File: src/rtl/general_register_pkg.sv
// Shared types and select-decode helpers for the w80386dx general register file.
// A register select is a 24-bit one-hot bundle covering AL..BH, AX..DI and EAX..EDI.
package general_register_pkg;

  localparam int DATA_W  = 32;
  localparam int NUM_GPR = 8;

  localparam logic [2:0] EAX = 3'd0;
  localparam logic [2:0] ECX = 3'd1;
  localparam logic [2:0] EDX = 3'd2;
  localparam logic [2:0] EBX = 3'd3;
  localparam logic [2:0] ESP = 3'd4;
  localparam logic [2:0] EBP = 3'd5;
  localparam logic [2:0] ESI = 3'd6;
  localparam logic [2:0] EDI = 3'd7;

  typedef struct packed {
    logic [7:0] byte_sel;
    logic [7:0] word_sel;
    logic [7:0] dword_sel;
  } reg_select_t;

  typedef enum logic [1:0] {
    LANE_LO8,
    LANE_HI8,
    LANE_W16,
    LANE_D32
  } lane_t;

  function automatic logic sel_is_onehot(input reg_select_t sel);
    logic [23:0] bits;
    bits = sel;
    return $countones(bits) == 1;
  endfunction

  // Byte selects 4..7 are AH..BH, which live in bits [15:8] of GPR 0..3.
  function automatic logic [2:0] sel_to_index(input reg_select_t sel);
    logic [2:0] idx;
    idx = '0;
    for (int i = 0; i < 8; i++) begin
      if (sel.dword_sel[i] || sel.word_sel[i]) idx = 3'(i);
      if (sel.byte_sel[i]) idx = {1'b0, 2'(i)};
    end
    return idx;
  endfunction

  function automatic lane_t sel_to_lane(input reg_select_t sel);
    if (|sel.byte_sel) return (|sel.byte_sel[7:4]) ? LANE_HI8 : LANE_LO8;
    if (|sel.word_sel) return LANE_W16;
    return LANE_D32;
  endfunction

  function automatic logic [DATA_W-1:0] lane_merge(input logic [DATA_W-1:0] old,
                                                   input lane_t lane,
                                                   input logic [DATA_W-1:0] data);
    case (lane)
      LANE_LO8: return {old[31:8], data[7:0]};
      LANE_HI8: return {old[31:16], data[7:0], old[7:0]};
      LANE_W16: return {old[31:16], data[15:0]};
      default:  return data;
    endcase
  endfunction

  function automatic logic [DATA_W-1:0] lane_extract(input logic [DATA_W-1:0] src,
                                                     input lane_t lane);
    case (lane)
      LANE_LO8: return {24'd0, src[7:0]};
      LANE_HI8: return {24'd0, src[15:8]};
      LANE_W16: return {16'd0, src[15:0]};
      default:  return src;
    endcase
  endfunction

endpackage

File: src/rtl/general_register_read_port.sv
// One registered read port: select decode, same-cycle write bypass, zero-extension.
// An invalid select still produces a response, with zero data.
module general_register_read_port
  import general_register_pkg::*;
(
  input  logic                           clock,
  input  logic                           reset,
  input  logic                           rd_valid,
  input  reg_select_t                    rd_sel,
  input  logic [NUM_GPR-1:0][DATA_W-1:0] gpr,
  input  logic                           wr_en,
  input  logic [2:0]                     wr_idx,
  input  logic [DATA_W-1:0]              wr_value,
  output logic                           rd_data_valid,
  output logic [DATA_W-1:0]              rd_data,
  output logic                           rd_sel_error
);

  logic              onehot_p0;
  logic [2:0]        idx_p0;
  lane_t             lane_p0;
  logic [DATA_W-1:0] src_p0;
  logic [DATA_W-1:0] data_p0;

  logic              vld_p1;
  logic [DATA_W-1:0] data_p1;

  // Stage p0: decode and bypass against the write landing this same edge
  always_comb begin
    onehot_p0 = sel_is_onehot(rd_sel);
    idx_p0    = sel_to_index(rd_sel);
    lane_p0   = sel_to_lane(rd_sel);
    src_p0    = (wr_en && (wr_idx == idx_p0)) ? wr_value : gpr[idx_p0];
    data_p0   = onehot_p0 ? lane_extract(src_p0, lane_p0) : '0;
  end

  assign rd_sel_error = rd_valid & ~onehot_p0;

  // Stage p1: response register; data holds while no request is pending
  always_ff @(posedge clock) begin
    if (reset) begin
      vld_p1  <= 1'b0;
      data_p1 <= '0;
    end else begin
      vld_p1 <= rd_valid;
      if (rd_valid) data_p1 <= data_p0;
    end
  end

  assign rd_data_valid = vld_p1;
  assign rd_data       = data_p1;

endmodule

File: src/rtl/general_register_file.sv
// Architectural GPR storage (EAX..EDI): one lane-masked write port and
// READ_PORTS registered read ports with write-to-read bypass and select checking.
module general_register_file
  import general_register_pkg::*;
#(
  parameter logic [31:0] RESET_EDX  = 32'h0000_0303,
  parameter int          READ_PORTS = 2
) (
  input  logic                               clock,
  input  logic                               reset,
  input  logic                               wr_valid,
  output logic                               wr_ready,
  input  reg_select_t                        wr_sel,
  input  logic [DATA_W-1:0]                  wr_data,
  input  logic [READ_PORTS-1:0]              rd_valid,
  input  reg_select_t [READ_PORTS-1:0]       rd_sel,
  output logic [READ_PORTS-1:0]              rd_data_valid,
  output logic [READ_PORTS-1:0][DATA_W-1:0]  rd_data,
  output logic                               select_error
);

  logic [NUM_GPR-1:0][DATA_W-1:0] gpr_q;
  logic                           ready_q;
  logic                           err_q;

  logic              wr_accept;
  logic              wr_onehot;
  logic              wr_en;
  logic [2:0]        wr_idx;
  logic [DATA_W-1:0] wr_value;
  logic [READ_PORTS-1:0] rd_err;

  // Masking with reset keeps a write issued in a reset cycle from landing
  assign wr_ready = ready_q & ~reset;

  // Stage p0: write decode and lane merge into the addressed GPR
  always_comb begin
    wr_accept = wr_valid & wr_ready;
    wr_onehot = sel_is_onehot(wr_sel);
    wr_en     = wr_accept & wr_onehot;
    wr_idx    = sel_to_index(wr_sel);
    wr_value  = lane_merge(gpr_q[wr_idx], sel_to_lane(wr_sel), wr_data);
  end

  always_ff @(posedge clock) begin
    if (reset) begin
      ready_q <= 1'b0;
      err_q   <= 1'b0;
      for (int i = 0; i < NUM_GPR; i++)
        gpr_q[i] <= (i == int'(EDX)) ? RESET_EDX : '0;
    end else begin
      ready_q <= 1'b1;
      err_q   <= (wr_accept & ~wr_onehot) | (|rd_err);
      if (wr_en) gpr_q[wr_idx] <= wr_value;
    end
  end

  assign select_error = err_q;

  for (genvar p = 0; p < READ_PORTS; p++) begin : g_rd
    general_register_read_port u_port (
      .clock         (clock),
      .reset         (reset),
      .rd_valid      (rd_valid[p]),
      .rd_sel        (rd_sel[p]),
      .gpr           (gpr_q),
      .wr_en         (wr_en),
      .wr_idx        (wr_idx),
      .wr_value      (wr_value),
      .rd_data_valid (rd_data_valid[p]),
      .rd_data       (rd_data[p]),
      .rd_sel_error  (rd_err[p])
    );
  end

endmodule

File: config.mk
export PLATFORM = sky130hd
export DESIGN_NAME = general_register_file
export DESIGN_NICKNAME = d
export VERILOG_FILES = /design/src/rtl/general_register_pkg.sv /design/src/rtl/general_register_read_port.sv /design/src/rtl/general_register_file.sv
export SDC_FILE = /design/constraint.sdc
export NUM_CORES = 1
export LEC_CHECK = 0
export ABC_AREA = 1
export BUFFER_PORTS_ARGS = -buffer_cell sky130_fd_sc_hd__buf_2
export CORE_UTILIZATION = 30
export CTS_CLUSTER_SIZE = 25
export DETAILED_ROUTE_END_ITERATION = 10
export PLACE_DENSITY = 0.52
export SLEW_MARGIN = 20
export SYNTH_ARGS = -nofsm -noshare
export SYNTH_HDL_FRONTEND = slang
export SYNTH_HIERARCHICAL = 1
export SYNTH_SLANG_ARGS = --single-unit
File: constraint.sdc
create_clock -name clock -period 5.1 [get_ports clock]
set_input_delay 0.51 -clock clock [delete_from_list [all_inputs] [get_ports clock]]
set_output_delay 0.51 -clock clock [all_outputs]
set_load 0.005 [all_outputs]
-- Word level (Yosys, flattened, before mapping)
Cells that the tools add are included.
- flip-flop bits (word level): 324
- bits in latches: 0
- bits in writable memories: 0
- bits in read-only memories: 0
- input bits: 109
- output and inout port bits: 68
- logic and storage cells: 229
- memories kept: 0
- add/subtract/negate cells: 69
- multipliers: 0
- divide/modulo/power cells: 0
- order comparisons: 4
- eq/ne operators: 11
- shifts and indexed selects: 0
- mux-type cells: 83
- bitwise gates (word level): 11
- reductions and logical operators: 37
- operators by type and width (kind ; number):
    adder 32 bit ; 22
    binary-select mux 32 bit (select 3 bit) ; 3
    one-hot mux 32 bit (3 select lines) ; 3
    bitwise mux 256 bit ; 1
    2-to-1 mux 32 bit ; 8
    demux 32 bit (select 3 bit) ; 1
    2-to-1 mux 3 bit ; 29
    adder 1 x 1 -> 2 bit ; 36
    == test 32 x 2 -> 1 bit, second input constant ; 2
    OR reduction 8 bit ; 6
    2-to-1 mux 2 bit ; 20
    logical OR 1 bit ; 21
    adder 2 x 2 -> 3 bit ; 6
    2-to-1 mux 1 bit ; 18
    adder 3 x 3 -> 4 bit ; 3
    < comparator 3 x 4 -> 1 bit, second input constant ; 3
    OR reduction 4 bit ; 3
    adder 5 x 4 -> 6 bit ; 1
    bitwise AND 1 bit ; 6
    == test 2 x 1 -> 1 bit, second input constant ; 3
    == test 2 bit, second input constant ; 3
    == test 3 bit ; 2
    == test 6 x 1 -> 1 bit, second input constant ; 1
    zero test 2 bit ; 3
    6 further kinds ; 11

-- Depth between registers and ports, before layout
Gate-level depths: netlist (run 1).
- depth in word-level cells: 21
- mapped depth: 25
- gate-level depth less buffers: 25

-- By module
Netlist (run 1), hierarchy kept.
- modules (own cells, without submodules) (module ; instances ; cells an instance ; area each (um^2) ; seq. area each (um^2)):
    general_register_file ; 1 ; 1950 ; 13213.9 ; 5165.0
    general_register_read_port at g_rd[1].u_port ; 1 ; 872 ; 4957.3 ; 660.6
    general_register_read_port at g_rd[0].u_port ; 1 ; 873 ; 4870.9 ; 660.6

-- Least setup slack after synthesis (run 1)
No wires, ideal clock.
- path kind: in2reg
- start: in rd_sel[7] (netlist name)
- end: reg g_rd[0].u_port.data_p1[31]
- setup time: 0.070 ns
- arrival: 5.374 ns
- required time: 5.030 ns
- path slack: -0.345 ns
- cell stages on the path: 19
- path buffers: 1
- cells stage by stage: fa_1 inv_1 fa_1 inv_1 fa_1 fa_1 inv_1 fa_1 inv_1 fa_1 fa_1 nor4_2 nand2_1 nor2_4 inv_1 nor3_2 buf_2 o211ai_1 a21oi_1
- cells in the longest elaborated chain, start to end: 8
- elaborated cells on any way between the ends: 16
- classes of those cells: add/sub: 5; eq/ne: 2; mux: 7; reduce/logical: 2
- RTL lines (element ; RTL line ; source):
    start, declared ; general_register_file.sv:16 ; input reg_select_t [READ_PORTS-1:0] rd_sel,
    parallel branches: the longest is 7 deep, another holds adder 32 bit ; -- ;
    2-to-1 mux 32 bit * ; general_register_read_port.sv:34 ; data_p0 = onehot_p0 ? lane_extract(src_p0, lane_p0) : '0;
    end signal, assigned ; general_register_read_port.sv:46 ; if (rd_valid) data_p1 <= data_p0;
    end, declared ; general_register_read_port.sv:26 ; logic [DATA_W-1:0] data_p1;
Every way passes the cells marked *. The select of a mux whose other input is x is not followed.
A chain may end at the register's enable or synchronous reset.

-- Worst setup path in the final report (run 1)
- start: in wr_sel[15] (netlist name)
- end: reg g_rd[0].u_port.data_p1[31]
- cells in the longest elaborated chain, start to end: 11
- elaborated cells on any way between the ends: 27
- classes of those cells: add/sub: 5; eq/ne: 4; mux: 13; bitwise: 1; reduce/logical: 4
- RTL lines (element ; RTL line ; source):
    start, declared ; general_register_file.sv:13 ; input reg_select_t wr_sel,
    adder 1 x 1 -> 2 bit (implied by the code) ; general_register_pkg.sv:33 ; return $countones(bits) == 1;
    adder 2 x 2 -> 3 bit (implied by the code) ; general_register_pkg.sv:33 ;
    adder 3 x 3 -> 4 bit (implied by the code) ; general_register_pkg.sv:33 ;
    adder 4 x 4 -> 5 bit (implied by the code) ; general_register_pkg.sv:33 ;
    adder 5 x 4 -> 6 bit (implied by the code) ; general_register_pkg.sv:33 ;
    == test 6 x 1 -> 1 bit ; general_register_pkg.sv:33 ;
    bitwise AND 1 bit ; general_register_file.sv:40 ; wr_en = wr_accept & wr_onehot;
    net wr_en ; general_register_file.sv:28 ; logic wr_en;
    logical AND 1 bit ; general_register_read_port.sv:33 ; src_p0 = (wr_en && (wr_idx == idx_p0)) ? wr_value : gpr[idx_p0];
    2-to-1 mux 32 bit ; general_register_read_port.sv:33 ;
    one-hot mux 32 bit (3 select lines) ; general_register_pkg.sv:66 ; case (lane)
    2-to-1 mux 32 bit ; general_register_read_port.sv:34 ;
The timed path passes the listed nets, and every way through them passes these cells. The select of a mux whose other input is x is not followed.

==> results by group, run 1 <==
STA
  • Clock skew: approximately 0.023 ns
  • FMAX: between 0.15 and 0.2 GHz
  • Unrepaired setup endpoints after global routing: true
  • Crit path time final: around 5.2 ns
  • Worst-Margin Slew: between 1 and 1.5 ns
  • Fin Hold WS: approximately 0.22 ns
  • Fin crit share: 103%
  • Final setup violation count: between 150 and 200
  • PnR worst setup slack: -0.135 ns
  • Fin. Hold Viols: 0
  • Max Slew Vio Count: 0
  • Final setup TNS: -7.24 ns
  • Slew margin rel.: approximately 17%

Place
  • Final Wtd Congestion: approximately 0.91
  • PortBufs: 176
  • Detailed Place HPWL: 64200 µm
  • Area post-placement: approximately 26000 µm²

Drt
  • Antenna-violating nets left: 0
  • Vias/cell: about 5.3
  • Routed wire length: 110000 µm
  • Residual DRC: 0
  • Iter 0 DRT Violations: 2925
  • First drt pass iteration count: 8
  • Via count: 26549
  • Wirelength per Cell: 22.2 µm

Setup path
  • CP Depth: 24
  • Critical Path Slowest Stage Cell: fa_1
  • Worst EP required: 5.56 ns
  • R2R Setup Slk: just under 3 ns
  • Critical path launch point type: input pin
  • Crit Path Class: input pin to register
  • CP max FO: 7
  • Slowest cell delay on critical path: roughly 0.55 ns
  • End of the critical path: g_rd[0].u_port/rd_data[31]
  • Crit path top cell by count: fa_1
  • Crit-path leading delay family: adder cells
  • Worst-path cell chain: buf_8 -> fa_1 -> inv_2 -> fa_1 -> inv_2 -> fa_1 -> fa_1 -> inv_2 -> fa_1 -> inv_2 -> ha_4 -> fa_2 -> nor3b_2 -> nand3_1 -> nor2_2 -> buf_6 -> nand3_4 -> nor3_4 -> nand2_4 -> buf_12 -> buf_12 -> buf_12 -> o211ai_1 -> a21oi_1
  • Critical R2R Launch: ready_q
  • Bufs and invs on worst path: 9
  • WP data arrival: between 5 and 6 ns
  • Crit end category: register
  • CP startpoint: wr_sel[15]
  • FF-to-FF path depth: 13
  • Reg-to-reg endpoint: g_rd[0].u_port/rd_data[31]

Floorplanning
  • Initial core utilization: about 30%
  • Die height: roughly 280 µm
  • Die area: 77900 µm²
  • Row count: approximately 100
  • CORE AREA: between 70000 and 80000 µm²
  • Chip Width: between 200 and 300 µm
  • IO Pins: 177

Global route
  • Largest net degree at the start of global routing: around 130
  • Global-route usage over all layers: roughly 25%
  • Initial antenna violation count: 8
  • GRT overflow: 0
  • Vias in the first global route: between 20000 and 25000
  • First-pass GRT wire length: between 150000 and 200000 µm

CTS
  • Clock root cell: clkbuf_16
  • Maximum clock insertion buffer count: 3
  • Reg clk slew, reported paths: roughly 0.06 ns
  • H-Tree Depth: 2
  • Post-cts hold buffer count: 0
  • Clock Sink Count: approximately 320
  • CTS tree: built
  • Worst-Skew Late Latency: 0.59 ns
  • Cts bufs inserted: 39

Final layout
  • Final net count: approximately 4100
  • Fill cell total of the finished layout: around 8100
  • Area of the multi-input gates: between 10000 and 15000 µm²
  • Final Cell Area: between 20000 and 30000 µm²
  • P&R area growth vs syn: 26.8%
  • Fraction of layout instances using a drive strength above 1: between 10% and 20%
  • Reg area: 6490 µm²

Yosys
  • Flip-flop and latch count after synthesis: approximately 320
  • Synth Area in Adders: ~5.5%
  • Post-Syn Nets: slightly below 4000
  • Largest family of logic cells by synthesized area: simple AND/OR/NAND/NOR gates
  • Xor/xnor cell area share of the yosys netlist: 0%
  • Ranking of synthesized cells by area: dfxtp_1 28%, nand2_1 14%, nand3_1 14%
  • Sequential area share after synthesis: 28.1%
  • Mapped Area: between 20000 and 25000 µm²
  • Syn Inst Count: approximately 3700
  • Async SR Flop Fraction: 0%
  • Main synth FF type: dfxtp_1
  • Synth Area per Inst: around 6.2 µm²
  • Post-Synth Simple-Gate Area: approximately two fifths
  • Top cell type's share of synthesized area: around 28%
  • Synth Warn #: 6
  • Synth Area in Compound Gates: between 10% and 20%
  • Mux contribution to synthesized area: 0%
  • Synth cell types: 42
  • Post-synth EDFFs: 0
  • Dominant cell type by area after synthesis: dfxtp_1

Power and ir drop
  • Final Power: roughly 7.8 mW
  • Cell area power density: about 270 nW/µm²
  • Static leakage: ~13 nW
  • Worst VDD drop: around 190 µV

Outcome
  • Status: finished with violations
  • Failing checks: negative setup slack

Min path
  • Hold Path Class: input pin to register

Run
  • Maxcap violations: 0
==> metal layers <==
metal  vias up  routed length, µm  global-route usage [%]
li1      12508                  -                       -
met2      1438              49300                    40.8
met5         -                 68                       0
met3       262              11100                    4.43
met4        12               4870                    7.88
met1     12329              45100                    33.2
==> metrics by stage <==
stage                     setup slack [ns]  cells  utilization [%]
after detailed placement            -0.693   4809             33.8
final                               -0.135   4972             38.5
after CTS                          0.00692   4878             35.6
after floorplan                     -0.246   3695                -
after global placement              -0.608   4809             33.8
after global routing                -0.359   4969             38.4
==> cells by family (layout without fill, tap and decap cells) <==
| kind of cell | count (synthesis) | in the layout |
|---|---|---|
| and+or+nand+nor | 2013 | 2013 |
| buffers and inverters | 688 | 932 |
| AOI/OAI and AO/OA | 599 | 599 |
| DFF | 324 | 324 |
| adders and majority gates | 71 | 71 |
| other | 0 | 3 |
==> cell usage after synthesis (7+ instances only) <==
| library cell | n |
|---|---|
| nor3_2 | 9 |
| nor2_4 | 10 |
| o21ai_1 | 24 |
| o211ai_1 | 24 |
| nand3_1 | 649 |
| inv_2 | 31 |
| inv_1 | 399 |
| clkinv_1 | 10 |
| clkbuf_1 | 105 |
| o21a_1 | 8 |
| nand2_2 | 43 |
| or2_0 | 7 |
| fa_1 | 51 |
| buf_4 | 27 |
| a21oi_1 | 306 |
| nor2_1 | 267 |
| nand3b_1 | 18 |
| nand2_4 | 8 |
| buf_6 | 13 |
| buf_1 | 21 |
| nand3_2 | 29 |
| o21ai_0 | 222 |
| nor3_1 | 8 |
| nand4_1 | 64 |
| buf_2 | 82 |
| ha_1 | 20 |
| nor2_2 | 10 |
| dfxtp_1 | 324 |
| nand2_1 | 872 |
==> state kept, by name (all words and copies together), names as in the netlist <==
name and cells:
ready_q 1, g_rd.u_port/rd_data_valid 2, select_error 1, gpr_q 256, g_rd.u_port/rd_data 64
==> worst min-delay path: stages <==
cell	delay, ns
buf_2	0.11
nand3_1	0.08
a21oi_1	0.06
==> layout by cell type (no fill, tap or decap), drive strengths merged <==
cell type / instances
nand2: 923
nand3: 678
inv: 430
buf: 394
dfxtp: 324
a21oi: 311
nor2: 287
o21ai: 246
clkbuf: 85
nand4: 64
fa: 51
o211ai: 30
ha: 20
nor3: 20
clkinv: 20
nand3b: 18
or2: 14
o21a: 8
nor4: 7
diode: 3
bufinv: 3
a211o: 2
a31oi: 1
a32o: 1
nor3b: 1
nor4b: 1
==> power breakdown <==
| part | switching, mW | total, mW | internal [mW] |
|---|---|---|---|
| Sequential | 0.0292 | 2.59 | 2.56 |
| Clock | 1.25 | 2.96 | 1.72 |
| Combinational | 1.35 | 2.23 | 0.881 |
==> cell type report <==
type / count / area share, %
multi-input cells: 2683 / 48.6
well taps: 1030 / 4.41
diodes: 3 / 0.0257
clock buffers: 55 / 3.93
clock inverters: 13 / 0.531
inverters: 440 / 5.80
repair buffers: 424 / 14.5
flip-flops and latches: 324 / 22.2
==> worst min-delay path by stage <==
stage,cells after the start,to,from,slack (ns)
2_1_floorplan,2,g_rd[1].u_port/rd_data[16],g_rd[1].u_port/rd_data[16],0.46
3_3_place_gp,2,g_rd[0].u_port/rd_data[8],g_rd[0].u_port/rd_data[8],0.45
3_5_place_dp,2,g_rd[1].u_port/rd_data[7],g_rd[1].u_port/rd_data[7],0.45
4_1_cts,3,select_error,wr_valid,0.20
5_1_grt,3,select_error,wr_valid,0.26
6_report,3,select_error,wr_valid,0.22
==> what timing repair did <==
action	CTS	global route
cloned	0	37
pin swaps	3	47
resized for setup	14	195
setup endpoints to repair	8	320
setup buffers	1	55
Note: power is estimated with default switching activity, not from simulation.
==> run 2: changes to the inputs <==
RECOVER_POWER = 100   (was default)
==> run 2 against run 1 <==
Effect of this change:
- the flow still finishes with violations (negative setup slack)
- critical path type unchanged
- clock-buffer cell count unchanged
- non-clock buffer count unchanged
- combinational power about the same
- design area decreased by 0.24%
- sequential share of layout area increased by 0.054 points
- critical endpoint unchanged
- maximum frequency decreased by 0.16%
- clock power about the same
- cell count unchanged
- clock skew increased by 0.0016 ns
- first-iteration DRC count increased by 1.5%
- flip-flop and latch count unchanged
==> results by group, run 2 (synthesized netlist as in run 1, its figures left out) <==
Outcome
  • Status: finished with violations
  • Failing checks: negative setup slack

STA
  • PnR worst setup slack: -0.144 ns
  • Clock skew: around 0.025 ns
  • Crit path time final: between 5 and 6 ns
  • Fin Hold WS: approximately 0.22 ns
  • Fin crit share: 103%
  • FMAX: 0.191 GHz
  • Slew margin rel.: 17.3%
  • Unrepaired setup endpoints after global routing: true
  • Worst-Margin Slew: approximately 1.2 ns
  • Final setup TNS: -6.26 ns
  • Final setup violation count: approximately 140
  • Fin. Hold Viols: 0
  • Max Slew Vio Count: 0

Power and ir drop
  • NetSw: between 2 and 3 mW
  • Register share of total power: between 30% and 40%
  • Combinational Power Share: between 20 and 30%
  • Cell area power density: roughly 270 nW/µm²
  • Power share of the clock group: about two fifths
  • Int Pwr: ~5.2 mW
  • Sw Ratio: 33.7%
  • Static leakage: 12.8 nW
  • Worst VDD drop: roughly 190 µV

Global route
  • Largest net degree at the start of global routing: roughly 130
  • GRT overflow: 0
  • Initial antenna violation count: 8
  • First-pass GRT wire length: 150000 µm
  • Vias in the first global route: about 24000
  • Global-route usage over all layers: about a quarter

Place
  • Final Wtd Congestion: between 0.9 and 1
  • PortBufs: 176
  • Detailed Place HPWL: ~64000 µm

Setup path
  • Crit Path Class: input pin to register
  • CP max FO: 7
  • Critical R2R Launch: ready_q
  • R2R Setup Slk: between 2 and 3 ns
  • Worst EP required: roughly 5.6 ns
  • WP data arrival: 5.70 ns
  • Reg-to-reg endpoint: g_rd[0].u_port/rd_data[31]
  • Crit end category: register
  • FF-to-FF path depth: 13
  • Critical path launch point type: input pin

Final layout
  • Max reg flops: 256
  • Area of the multi-input gates: 14200 µm²
  • Reg area: around 6500 µm²
  • Commonest cells after routing, fill and taps aside: 859 x nand2_1, 609 x nand3_1, 386 x inv_1
  • Final net count: 4092
  • Fill cell total of the finished layout: 8144
  • P&R area growth vs syn: 26.5%
  • Fraction of layout instances using a drive strength above 1: between 10% and 20%
  • Largest reg by FF count: gpr_q
  • Most common cell after layout, fill and taps aside: nand2_1

Drt
  • WL met2: 49700 µm
  • Via count: ~27000
  • Routed wire length: between 100000 and 150000 µm
  • Metal3 WL: ~11000 µm
  • Iter 0 DRT Violations: ~3000
  • Residual DRC: 0
  • First drt pass iteration count: 6
  • Met1 Wirelength: between 40000 and 50000 µm
  • Vias/cell: 5.35
  • Top sig layer: met5
  • Wirelength per Cell: between 20 and 25 µm
  • Antenna-violating nets left: 0

Floorplanning
  • Initial core utilization: 30.3%
  • IO Pins: 177
  • Die area: slightly below 80000 µm²
  • Die height: 279 µm
  • CORE AREA: roughly 76000 µm²
  • Row count: between 100 and 150
  • Chip Width: between 200 and 300 µm

CTS
  • Clock root cell: clkbuf_16
  • Worst-Skew Late Latency: a little under 0.6 ns
  • Clock Sink Count: about 320
  • Cts bufs inserted: 39
  • Post-cts hold buffer count: 0
  • CTS tree: built
  • H-Tree Depth: 2
  • Maximum clock insertion buffer count: 3
  • Reg clk slew, reported paths: approximately 0.060 ns

Min path
  • Hold Crit Start: wr_valid
  • Hold Crit Depth: 3
  • Hold EP: select_error
  • Hold Path Class: input pin to register

Run
  • Maxcap violations: 0
-- run 2: worst max-delay path: stages --
cell and delay (ns):
buf_8 0.10, fa_1 0.55, inv_2 0.04, fa_1 0.51, inv_2 0.04, fa_1 0.47
fa_1 0.51, inv_2 0.04, fa_1 0.51, inv_2 0.05, ha_4 0.15, fa_2 0.44
nor3b_2 0.17, nand3_1 0.12, nor2_2 0.14, buf_6 0.15, nand3_4 0.08, nor3_4 0.23
nand2_4 0.10, buf_12 0.15, buf_12 0.14, buf_12 0.13, o211ai_1 0.26, a21oi_1 0.10
-- run 2: layer usage --
layer  GRT usage (%)  up-vias
met5               0        -
met4            7.88       12
met3            4.43      257
met2            40.8     1445
met1            33.2    12395
li1                -    12497
-- run 2: final cells by class --
| class | instances | area share (%) |
|---|---|---|
| inverters | 440 | 5.81 |
| clock buffers | 55 | 3.94 |
| clock inverters | 13 | 0.532 |
| flip-flops and latches | 324 | 22.3 |
| well taps | 1030 | 4.42 |
| multi-input cells | 2683 | 48.7 |
| diodes | 3 | 0.0258 |
| repair buffers | 424 | 14.3 |
-- run 2: how the worst max path moves through the flow --
stage | endpoint | depth (start not counted) | from | slack, ns
global placement | g_rd[1].u_port/rd_data[4] | 25 | wr_sel[11] | -0.61
finish | g_rd[0].u_port/rd_data[31] | 24 | wr_sel[15] | -0.14
CTS | g_rd[1].u_port/rd_data[3] | 25 | wr_sel[11] | 0.007
floorplan | g_rd[1].u_port/rd_data[31] | 19 | rd_sel[31] | -0.25
global route | g_rd[0].u_port/rd_data[5] | 28 | wr_sel[15] | -0.36
detailed placement | g_rd[1].u_port/rd_data[4] | 25 | wr_sel[11] | -0.69
-- run 2: repair_timing --
item                                    in CTS  in global routing
buffers inserted                             1                 55
endpoints found under the setup margin       8                320
pin swaps                                    3                 47
gates cloned                                 0                 37
gates resized for setup                     14                195
-- run 2: power groups by stage --
stage	Sequential, mW	Combinational, mW	Clock [mW]
after floorplan	2.64	1.33	0
after global placement	2.65	2.02	0
after detailed placement	2.64	2.03	0
after CTS	2.59	2.07	3.00
after global routing	2.59	2.47	3.08
final	2.59	2.22	2.97
-- run 2: metrics by stage --
stage          total power, mW  utilization [%]  worst slack [ns]  instances  cell area [µm²]
2_1_floorplan             3.97                -            -0.246       3695            23200
3_3_place_gp              4.67             33.8            -0.608       4809            25700
3_5_place_dp              4.68             33.8            -0.693       4809            25700
5_1_grt                   8.14             38.4            -0.359       4969            29100
6_report                  7.77             38.4            -0.144       4972            29100
4_1_cts                   7.65             35.6           0.00692       4878            27100
